<file path="src/rtl/ap_txn_profiler.sv">
// ap_txn_profiler
// Watches the ap_ctrl_hs handshake of one HLS block-level kernel and turns
// every transaction into a record {start_ts, latency, interval, stall}.
// Accepted starts wait in a small in-order queue until their done arrives.
// Finished records are buffered in a show-ahead FIFO that is drained over
// valid/ready.
// Optional build macro: PROFILER_STALL_CNT_EN enables the per-transaction
// stall counter. Without it rec_stall reads 0 and the port is kept.
module ap_txn_profiler #(
  parameter int CNT_W      = 32,
  parameter int Q_DEPTH    = 4,
  parameter int FIFO_DEPTH = 8
) (
  input  logic             clock,
  input  logic             reset,
  input  logic             ap_start,
  input  logic             ap_ready,
  input  logic             ap_done,
  input  logic             ap_continue,
  input  logic             finish,
  output logic             rec_valid,
  input  logic             rec_ready,
  output logic [CNT_W-1:0] rec_start_ts,
  output logic [CNT_W-1:0] rec_latency,
  output logic [CNT_W-1:0] rec_interval,
  output logic [CNT_W-1:0] rec_stall,
  output logic [CNT_W-1:0] txn_count,
  output logic [15:0]      drop_count,
  output logic             err_q_ovf,
  output logic             err_orphan,
  output logic             drained
);

  localparam int QA_W = $clog2(Q_DEPTH);
  localparam int FA_W = $clog2(FIFO_DEPTH);

  localparam logic [1:0] ST_RUN   = 2'd0;
  localparam logic [1:0] ST_DRAIN = 2'd1;
  localparam logic [1:0] ST_DONE  = 2'd2;

  localparam logic [CNT_W-1:0] CNT_ONE  = CNT_W'(1);
  localparam logic [CNT_W-1:0] CNT_MAX  = {CNT_W{1'b1}};
  localparam logic [QA_W-1:0]  QPTR_ONE = QA_W'(1);
  localparam logic [QA_W:0]    QCNT_ONE = (QA_W + 1)'(1);
  localparam logic [QA_W:0]    Q_FULL   = (QA_W + 1)'(Q_DEPTH);
  localparam logic [FA_W-1:0]  FPTR_ONE = FA_W'(1);
  localparam logic [FA_W:0]    FCNT_ONE = (FA_W + 1)'(1);
  localparam logic [FA_W:0]    F_FULL   = (FA_W + 1)'(FIFO_DEPTH);

  // Saturating increment for CNT_W-wide statistics.
  function automatic logic [CNT_W-1:0] sat_inc_cnt(input logic [CNT_W-1:0] v);
    return (v == CNT_MAX) ? v : v + CNT_ONE;
  endfunction

  // Saturating increment for the 16-bit drop counter.
  function automatic logic [15:0] sat_inc_16(input logic [15:0] v);
    return (v == 16'hFFFF) ? v : v + 16'd1;
  endfunction

  // Control state
  logic [1:0]       state;
  logic [CNT_W-1:0] cycle_cnt;
  logic [CNT_W-1:0] last_acc_ts;
  logic             have_prev;
  logic [CNT_W-1:0] stall_cap;

  // Start queue
  logic [CNT_W-1:0] q_ts [Q_DEPTH];
  logic [CNT_W-1:0] q_iv [Q_DEPTH];
  logic [CNT_W-1:0] q_st [Q_DEPTH];
  logic [QA_W-1:0]  q_rd_ptr;
  logic [QA_W-1:0]  q_wr_ptr;
  logic [QA_W:0]    q_cnt;

  // Record FIFO
  logic [CNT_W-1:0] f_ts  [FIFO_DEPTH];
  logic [CNT_W-1:0] f_lat [FIFO_DEPTH];
  logic [CNT_W-1:0] f_iv  [FIFO_DEPTH];
  logic [CNT_W-1:0] f_st  [FIFO_DEPTH];
  logic [FA_W-1:0]  f_rd_ptr;
  logic [FA_W-1:0]  f_wr_ptr;
  logic [FA_W:0]    f_cnt;

  // Stage p0: handshake decode and record assembly
  logic             accept_p0;
  logic             retire_p0;
  logic             acc_en_p0;
  logic             q_empty_p0;
  logic             q_full_p0;
  logic             q_pop_p0;
  logic             q_push_p0;
  logic             ovf_p0;
  logic             orph_p0;
  logic [CNT_W-1:0] iv_p0;
  logic             vld_p0;
  logic [CNT_W-1:0] rec_ts_p0;
  logic [CNT_W-1:0] rec_lat_p0;
  logic [CNT_W-1:0] rec_iv_p0;
  logic [CNT_W-1:0] rec_st_p0;
  logic             f_empty_p0;
  logic             f_full_p0;
  logic             f_rd_p0;
  logic             f_wr_p0;
  logic             drop_p0;

  // Free-running timestamp base; wraps at 2^CNT_W.
  always_ff @(posedge clock or negedge reset) begin
    if (!reset) cycle_cnt <= '0;
    else        cycle_cnt <= cycle_cnt + CNT_ONE;
  end

`ifdef PROFILER_STALL_CNT_EN
  logic [CNT_W-1:0] stall_cnt;

  // Counts cycles the kernel was asked to start but was not ready; cleared by the accept.
  always_ff @(posedge clock or negedge reset) begin
    if (!reset)         stall_cnt <= '0;
    else if (accept_p0) stall_cnt <= '0;
    else if (ap_start)  stall_cnt <= sat_inc_cnt(stall_cnt);
  end

  assign stall_cap = stall_cnt;
`else
  assign stall_cap = '0;
`endif

  // Decide queue push/pop and assemble the record for this cycle.
  always_comb begin
    accept_p0  = ap_start & ap_ready;
    retire_p0  = ap_done & ap_continue;
    // Only RUN queues new starts; DRAIN and DONE ignore them silently.
    acc_en_p0  = accept_p0 & (state == ST_RUN);
    q_empty_p0 = (q_cnt == '0);
    q_full_p0  = (q_cnt == Q_FULL);
    iv_p0      = have_prev ? (cycle_cnt - last_acc_ts) : '0;
    vld_p0     = 1'b0;
    q_pop_p0   = 1'b0;
    q_push_p0  = 1'b0;
    ovf_p0     = 1'b0;
    orph_p0    = 1'b0;
    rec_ts_p0  = cycle_cnt;
    rec_iv_p0  = iv_p0;
    rec_st_p0  = stall_cap;
    if (retire_p0) begin
      if (!q_empty_p0) begin
        // Oldest start retires; a same-cycle accept takes the freed slot.
        vld_p0    = 1'b1;
        q_pop_p0  = 1'b1;
        q_push_p0 = acc_en_p0;
        rec_ts_p0 = q_ts[q_rd_ptr];
        rec_iv_p0 = q_iv[q_rd_ptr];
        rec_st_p0 = q_st[q_rd_ptr];
      end else if (acc_en_p0) begin
        // Combinational kernel: start and done in one cycle, latency 0.
        vld_p0 = 1'b1;
      end else begin
        orph_p0 = 1'b1;
      end
    end else if (acc_en_p0) begin
      if (q_full_p0) ovf_p0    = 1'b1;
      else           q_push_p0 = 1'b1;
    end
    rec_lat_p0 = cycle_cnt - rec_ts_p0;
  end

  // FIFO read/write arbitration; a read frees the slot for a write when full.
  always_comb begin
    f_empty_p0 = (f_cnt == '0);
    f_full_p0  = (f_cnt == F_FULL);
    f_rd_p0    = !f_empty_p0 & rec_ready;
    f_wr_p0    = vld_p0 & (!f_full_p0 | f_rd_p0);
    drop_p0    = vld_p0 & f_full_p0 & !f_rd_p0;
  end

  // Start queue pointers and occupancy.
  always_ff @(posedge clock or negedge reset) begin
    if (!reset) begin
      q_rd_ptr <= '0;
      q_wr_ptr <= '0;
      q_cnt    <= '0;
    end else begin
      if (q_pop_p0)  q_rd_ptr <= q_rd_ptr + QPTR_ONE;
      if (q_push_p0) q_wr_ptr <= q_wr_ptr + QPTR_ONE;
      case ({q_push_p0, q_pop_p0})
        2'b10:   q_cnt <= q_cnt + QCNT_ONE;
        2'b01:   q_cnt <= q_cnt - QCNT_ONE;
        default: q_cnt <= q_cnt;
      endcase
    end
  end

  // Start queue payload; contents are meaningless outside the occupied window.
  always_ff @(posedge clock) begin
    if (q_push_p0) begin
      q_ts[q_wr_ptr] <= cycle_cnt;
      q_iv[q_wr_ptr] <= iv_p0;
      q_st[q_wr_ptr] <= stall_cap;
    end
  end

  // Stage p1: record FIFO pointers and occupancy.
  always_ff @(posedge clock or negedge reset) begin
    if (!reset) begin
      f_rd_ptr <= '0;
      f_wr_ptr <= '0;
      f_cnt    <= '0;
    end else begin
      if (f_rd_p0) f_rd_ptr <= f_rd_ptr + FPTR_ONE;
      if (f_wr_p0) f_wr_ptr <= f_wr_ptr + FPTR_ONE;
      case ({f_wr_p0, f_rd_p0})
        2'b10:   f_cnt <= f_cnt + FCNT_ONE;
        2'b01:   f_cnt <= f_cnt - FCNT_ONE;
        default: f_cnt <= f_cnt;
      endcase
    end
  end

  // Record FIFO payload.
  always_ff @(posedge clock) begin
    if (f_wr_p0) begin
      f_ts[f_wr_ptr]  <= rec_ts_p0;
      f_lat[f_wr_ptr] <= rec_lat_p0;
      f_iv[f_wr_ptr]  <= rec_iv_p0;
      f_st[f_wr_ptr]  <= rec_st_p0;
    end
  end

  // Remember whether an earlier accept exists, for the interval field.
  always_ff @(posedge clock or negedge reset) begin
    if (!reset)         have_prev <= 1'b0;
    else if (acc_en_p0) have_prev <= 1'b1;
  end

  // Timestamp of the previous accept; only read once have_prev is set.
  always_ff @(posedge clock) begin
    if (acc_en_p0) last_acc_ts <= cycle_cnt;
  end

  // Transaction/drop statistics and sticky error flags.
  always_ff @(posedge clock or negedge reset) begin
    if (!reset) begin
      txn_count  <= '0;
      drop_count <= '0;
      err_q_ovf  <= 1'b0;
      err_orphan <= 1'b0;
    end else begin
      if (vld_p0)  txn_count  <= sat_inc_cnt(txn_count);
      if (drop_p0) drop_count <= sat_inc_16(drop_count);
      if (ovf_p0)  err_q_ovf  <= 1'b1;
      if (orph_p0) err_orphan <= 1'b1;
    end
  end

  // RUN -> DRAIN on finish; DRAIN -> DONE once nothing is pending; DONE is terminal.
  always_ff @(posedge clock or negedge reset) begin
    if (!reset) begin
      state <= ST_RUN;
    end else begin
      case (state)
        ST_RUN:   if (finish) state <= ST_DRAIN;
        ST_DRAIN: if (q_empty_p0 && f_empty_p0) state <= ST_DONE;
        default:  state <= state;
      endcase
    end
  end

  // Head fields are forced to zero while the FIFO is empty so reset shows all-zero outputs.
  assign rec_valid    = !f_empty_p0;
  assign rec_start_ts = rec_valid ? f_ts[f_rd_ptr]  : '0;
  assign rec_latency  = rec_valid ? f_lat[f_rd_ptr] : '0;
  assign rec_interval = rec_valid ? f_iv[f_rd_ptr]  : '0;
  assign rec_stall    = rec_valid ? f_st[f_rd_ptr]  : '0;
  assign drained      = (state == ST_DONE);

endmodule
</file>
<file path="config.mk">
export PLATFORM = sky130hd
export DESIGN_NAME = ap_txn_profiler
export DESIGN_NICKNAME = d
export VERILOG_FILES = /design/src/rtl/ap_txn_profiler.sv
export SDC_FILE = /design/constraint.sdc
export NUM_CORES = 1
export LEC_CHECK = 0
export BUFFER_PORTS_ARGS = -buffer_cell sky130_fd_sc_hd__buf_2
export CAP_MARGIN = 20
export CORE_MARGIN = 2
export CORE_UTILIZATION = 50
export DETAILED_ROUTE_END_ITERATION = 7
export GPL_TIMING_DRIVEN = 0
export PLACE_DENSITY_LB_ADDON = 0.25
export RECOVER_POWER = 100
export SKIP_CTS_REPAIR_TIMING = 1
export SYNTH_ARGS = -nofsm -noshare
export SYNTH_HDL_FRONTEND = slang
export SYNTH_SLANG_ARGS = --single-unit
</file>
<file path="constraint.sdc">
create_clock -name clock -period 9.8 [get_ports clock]
set_input_delay 1.47 -clock clock [delete_from_list [all_inputs] [get_ports clock]]
set_output_delay 1.47 -clock clock [all_outputs]
set_load 0.01 [all_outputs]
</file>
* Word-level counts from Yosys, hierarchy flattened *
Memories as Yosys holds them, arrays and structs flattened.
Cells that the tools add are included.

word-level totals
  register bits = 134
  memory bits (writable) = 1280
  logic and storage cells = 103
  memories kept = 6

memories
  memory  depth  width  read ports  clocked after Yosys merged registers in  wr ports  line  RTL
  f_iv    8      32     1           0                                        1         78    logic [CNT_W-1:0] f_iv [FIFO_DEPTH];
  f_lat   8      32     1           0                                        1         77    logic [CNT_W-1:0] f_lat [FIFO_DEPTH];
  f_st    8      32     1           0                                        1         79    logic [CNT_W-1:0] f_st [FIFO_DEPTH];
  f_ts    8      32     1           0                                        1         76    logic [CNT_W-1:0] f_ts [FIFO_DEPTH];
  q_iv    4      32     1           0                                        1         69    logic [CNT_W-1:0] q_iv [Q_DEPTH];
  q_ts    4      32     1           0                                        1         68    logic [CNT_W-1:0] q_ts [Q_DEPTH];

operators by class
  add/sub/neg operators = 13
  equal/unequal tests = 12
  multiplexer cells = 35
  bitwise gates (word level) = 10
  reduce and logical (&&, ||, !) cells = 13

operators with widths
  kind                                                 number
  two-way mux 32 bit                                   11
  adder 32 x 1 -> 32 bit, second input constant        2
  subtractor 32 bit                                    2
  equality test 32 bit, second input constant          1
  two-way mux 1 bit                                    19
  adder 16 x 1 -> 16 bit, second input constant        1
  equality test 16 bit, second input constant          1
  adder 3 x 1 -> 3 bit, second input constant          3
  one-hot mux 4 bit (2 select lines)                   1
  AND 1 bit                                            7
  equality test 2 x 1 -> 1 bit, second input constant  3
  equality test 2 bit, second input constant           3
  one-hot mux 3 bit (2 select lines)                   1
  nonzero test 2 bit                                   3
  adder 2 x 1 -> 2 bit, second input constant          2
  adder 4 x 1 -> 4 bit, second input constant          1
  equality test 4 bit, second input constant           1
  logical NOT 4 bit                                    1
  two-way mux 2 bit                                    2
  != test 2 bit, second input constant                 2
  one-hot mux 2 bit (2 select lines)                   1
  AND reduction 2 bit                                  2
  subtractor 4 x 1 -> 4 bit, second input constant     1
  equality test 3 bit, second input constant           1
  8 further kinds                                      11

* Longest topological paths before layout *
  depth in word-level cells = 8
  gate-level depth with buffers = 19
  depth with buffers taken out = 16

* Least setup slack after synthesis *
OpenSTA, ideal clock, no wires.

  kind = input port to flip-flop
  from = input port ap_start
  to = memory f_iv[0][0] (enable)
  arrival time = 8.902 ns
  required time = 9.132 ns
  setup slack = 0.230 ns
  stages = 5
  buffers on the path = 0
  cells stage by stage = nand3_1 a21oi_1 nand2b_1 or2_2 nor3_1

between the ends
  longest elaborated chain between the ends = 8

RTL lines
  what                                     line  RTL
  start, declared                          16    input logic ap_start,
  AND 1 bit                                129   accept_p0 = ap_start & ap_ready;
  AND 1 bit                                132   acc_en_p0 = accept_p0 & (state == ST_RUN);
  two-way mux 1 bit                        153   end else if (acc_en_p0) begin
  two-way mux 1 bit                        145   if (!q_empty_p0) begin
  two-way mux 1 bit                        144   if (retire_p0) begin
  AND 1 bit                                171   f_wr_p0 = vld_p0 & (!f_full_p0 | f_rd_p0);
  two-way mux 1 bit                        220   if (f_wr_p0) begin
  two-way mux 1 bit (not written as such)  223   f_iv[f_wr_ptr] <= rec_iv_p0;
  end, declared                            78

Every way passes these cells.

* Final worst setup path *
  from = input port ap_start
  to = memory f_ts[2][31] (enable)

between the ends
  longest elaborated chain between the ends = 8

RTL lines
  what                                     line  RTL
  AND 1 bit                                129
  AND 1 bit                                132
  two-way mux 1 bit                        153
  two-way mux 1 bit                        145
  two-way mux 1 bit                        144
  AND 1 bit                                171
  two-way mux 1 bit                        220
  two-way mux 1 bit (not written as such)  221   f_ts[f_wr_ptr] <= rec_ts_p0;
  end, declared                            76

Every way passes these cells.

==> metrics <==
first-pass GRT wire length 166000 um; Max Slew Vio Count 895; commonest non-fill, non-tap cell in the layout edfxtp_1; Netlist Area Pre-Place 0.0484 mm^2; pre-CTS setup slack 1530 ps; RSZ-0062 raised after global routing false; Final #Nets 3125; R2R Setup Slk 2690 ps; Final Non-Filler Cells 4409; Avg Inst Size Synth 18.1 um^2; fraction of layout cells with a size suffix above 1 15.7%; critical path, cell by cell buf_2 > nand3_1 > a21oi_1 > nand2b_1 > or2_0 > nor2_1 > clkbuf_1 > clkbuf_1 > clkbuf_1; Reg2Reg Capture Point f_ts[2][31]; Worst Hold End err_q_ovf; critical path class in -> reg; area added between synthesis and finish 13.1%; DR WL/cell 25.2 um; Detail Placement HPWL 74300 um; most frequent cells in the layout edfxtp_1 (1056), clkbuf_1 (307), mux4_2 (256); initial antenna violation count 3; Critical Path Fanout Max 24; # port buffers 155; failing checks capacitance limit, slew limit; slew margin rel. -155%; run status complete, but fails checks; Worst-Skew Late Latency 710 ps; Finished Core Util 56.8%; YS warnings 0; FMAX 136 MHz; setup ws final 2420 ps; Die ar. 0.0993 mm^2; hold path cells 1; Worst VDD drop 0.164 mV; Routed WL 111000 um; vias in the first global route 26200; Placer Congestion 0.860; first-pass iteration count of the detailed router 5; Root Buffer clkbuf_16; Seq/Total Area, Yosys 70.8%; vias per inst 5.80; min cycle time layout 7380 ps; Yosys cell types 74; post-route ant nets 0; Setup Skew 28.9 ps; chip height 315 um; Inst Count DP 4193; CTS Sinks 1158; TritonCTS clock tree yes; Reg clk slew, reported paths 60 ps; slowest cell on the critical path clkbuf_1; Max Cap Viol 34; WP data arrival 7650 ps; Hold Path Class reg -> reg; Via Count 25600; pin count of the biggest net entering global routing 71; r2r worst-path depth 9; Clock Tree Buf Depth 3; Main synth FF type edfxtp_1; hold_sp err_q_ovf; gr usage total 22.6%; CP endpoint kind register; standby leakage power 19.1 nW; FP Rows 114; CORE AREA 0.0963 mm^2; Die X-Extent 315 um; Initial Util 50.2%; CTS HTree Levels 3; most used cell, CP clkbuf_1; DR DRC count 0; required time of the critical path 10070 ps; post-synthesis cell count 2666; Setup-failing EPs final 0; grt ovf 0; EDFF count, synth 1056; Final Cycle Share 75.3%; measured slew at the worst slew-check pin 3830 ps; r2r startpoint state[1]; Hold Fails Final Rpt 0; Max stage delay on crit path 1390 ps; pwr/cell area 285 mW/mm^2; Yosys reg bits 1158; First DRT Iteration DRCs 2565; Worst setup SP type primary input; Top Ports 188; Synth async-reset ratio 8.81%; Inserted Clock Buffers 112; setup TNS 0 ps
## registers in the layout, summed over array words and instances, names as in the netlist
name / count
last_acc_ts: 32
have_prev: 1
f_wr_ptr: 3
f_iv: 256
q_cnt: 3
q_iv: 128
f_cnt: 4
err_q_ovf: 1
q_rd_ptr: 2
f_rd_ptr: 3
err_orphan: 1
f_lat: 256
drop_count: 16
state: 2
q_wr_ptr: 2
txn_count: 32
cycle_cnt: 32
f_ts: 256
q_ts: 128
## per-layer routing
layer / wire (um) / global-route usage, % / part of all wire [%]
met5: 0 / 0 / 0
met3: 8330 / 3.91 / 7.5
met4: 2970 / 7.03 / 2.7
met2: 52900 / 35.9 / 48
met1: 46900 / 32.2 / 42
## worst max-delay path, delay by kind of cell
family / cells / cell delay, ps
AO/OA/AOI/OAI: 1 / 590
buffers and inverters: 4 / 3860
AND/OR/NAND/NOR: 4 / 1680
## stage by stage
stage	area (um^2)	total power, mW	hold slack, ps
final	54700	15.6	481
after global routing	54700	16.3	514
after CTS	55800	15.9	485
after detailed placement	52000	11.5	462
after global placement	50900	11.3	458
after floorplan	48500	9.64	474
## cell families (layout without fill, tap and decap cells)
group / Yosys count / after routing / share of synthesized area, %
other cells: 1 / 33 / 0.00775
simple gates: 431 / 431 / 4.29
fa+ha+maj: 78 / 78 / 2.08
buf+inv: 228 / 663 / 2.06
mux: 399 / 399 / 14.9
compound gates: 223 / 223 / 3.14
flops: 1158 / 1158 / 70.8
xor+xnor: 148 / 148 / 2.68
## cell type report
class | count | area [um^2]
Antenna cell | 1 | 2.50
Buffer | 137 | 646
Clock buffer | 144 | 3000
Clock inverter | 63 | 733
Fill cell | 7310 | 41600
Inverter | 91 | 342
Multi-Input combinational cell | 1311 | 13200
Sequential cell | 1158 | 34300
Tap cell | 1276 | 1600
Timing Repair Buffer | 228 | 943
## how the worst max path moves through the flow
stage                            from           end  cells after the start
after floorplan              ap_start    f_iv[0][0]                      5
after global routing         ap_start  f_lat[2][30]                      9
final                        ap_start   f_ts[2][31]                      9
after CTS                 ap_continue  f_lat[2][30]                     19
after global placement       ap_start    f_iv[0][1]                      6
after detailed placement  ap_continue  f_lat[0][28]                     19
## cells in the mapped netlist, types with 15 or more instances
library cell | count | area, um^2
xor2_1 | 43 | 377
a22o_1 | 16 | 140
dfrtp_1 | 102 | 2550
a21oi_1 | 68 | 340
ha_1 | 74 | 926
buf_1 | 26 | 97.6
inv_1 | 89 | 334
clkbuf_1 | 64 | 240
buf_4 | 32 | 240
o21ai_0 | 33 | 165
buf_2 | 15 | 75.1
nand3_1 | 43 | 215
edfxtp_1 | 1056 | 31700
mux2_2 | 17 | 191
nor2_1 | 154 | 578
nand4_1 | 25 | 156
mux4_2 | 256 | 5770
a21o_1 | 30 | 225
mux2i_1 | 126 | 1260
and2_1 | 41 | 257
nand2_1 | 88 | 330
xnor2_1 | 105 | 920
and3_1 | 19 | 119
## power breakdown
part / internal (mW) / total [mW] / switching, mW / leakage, nW
sequential: 6.28 / 6.40 / 0.122 / 11.1
combinational: 1.83 / 4.83 / 2.99 / 6.25
clock: 2.52 / 4.35 / 1.84 / 1.81
total: 10.6 / 15.6 / 4.95 / 19.1
No activity file was read; power rests on OpenSTA's default activity.
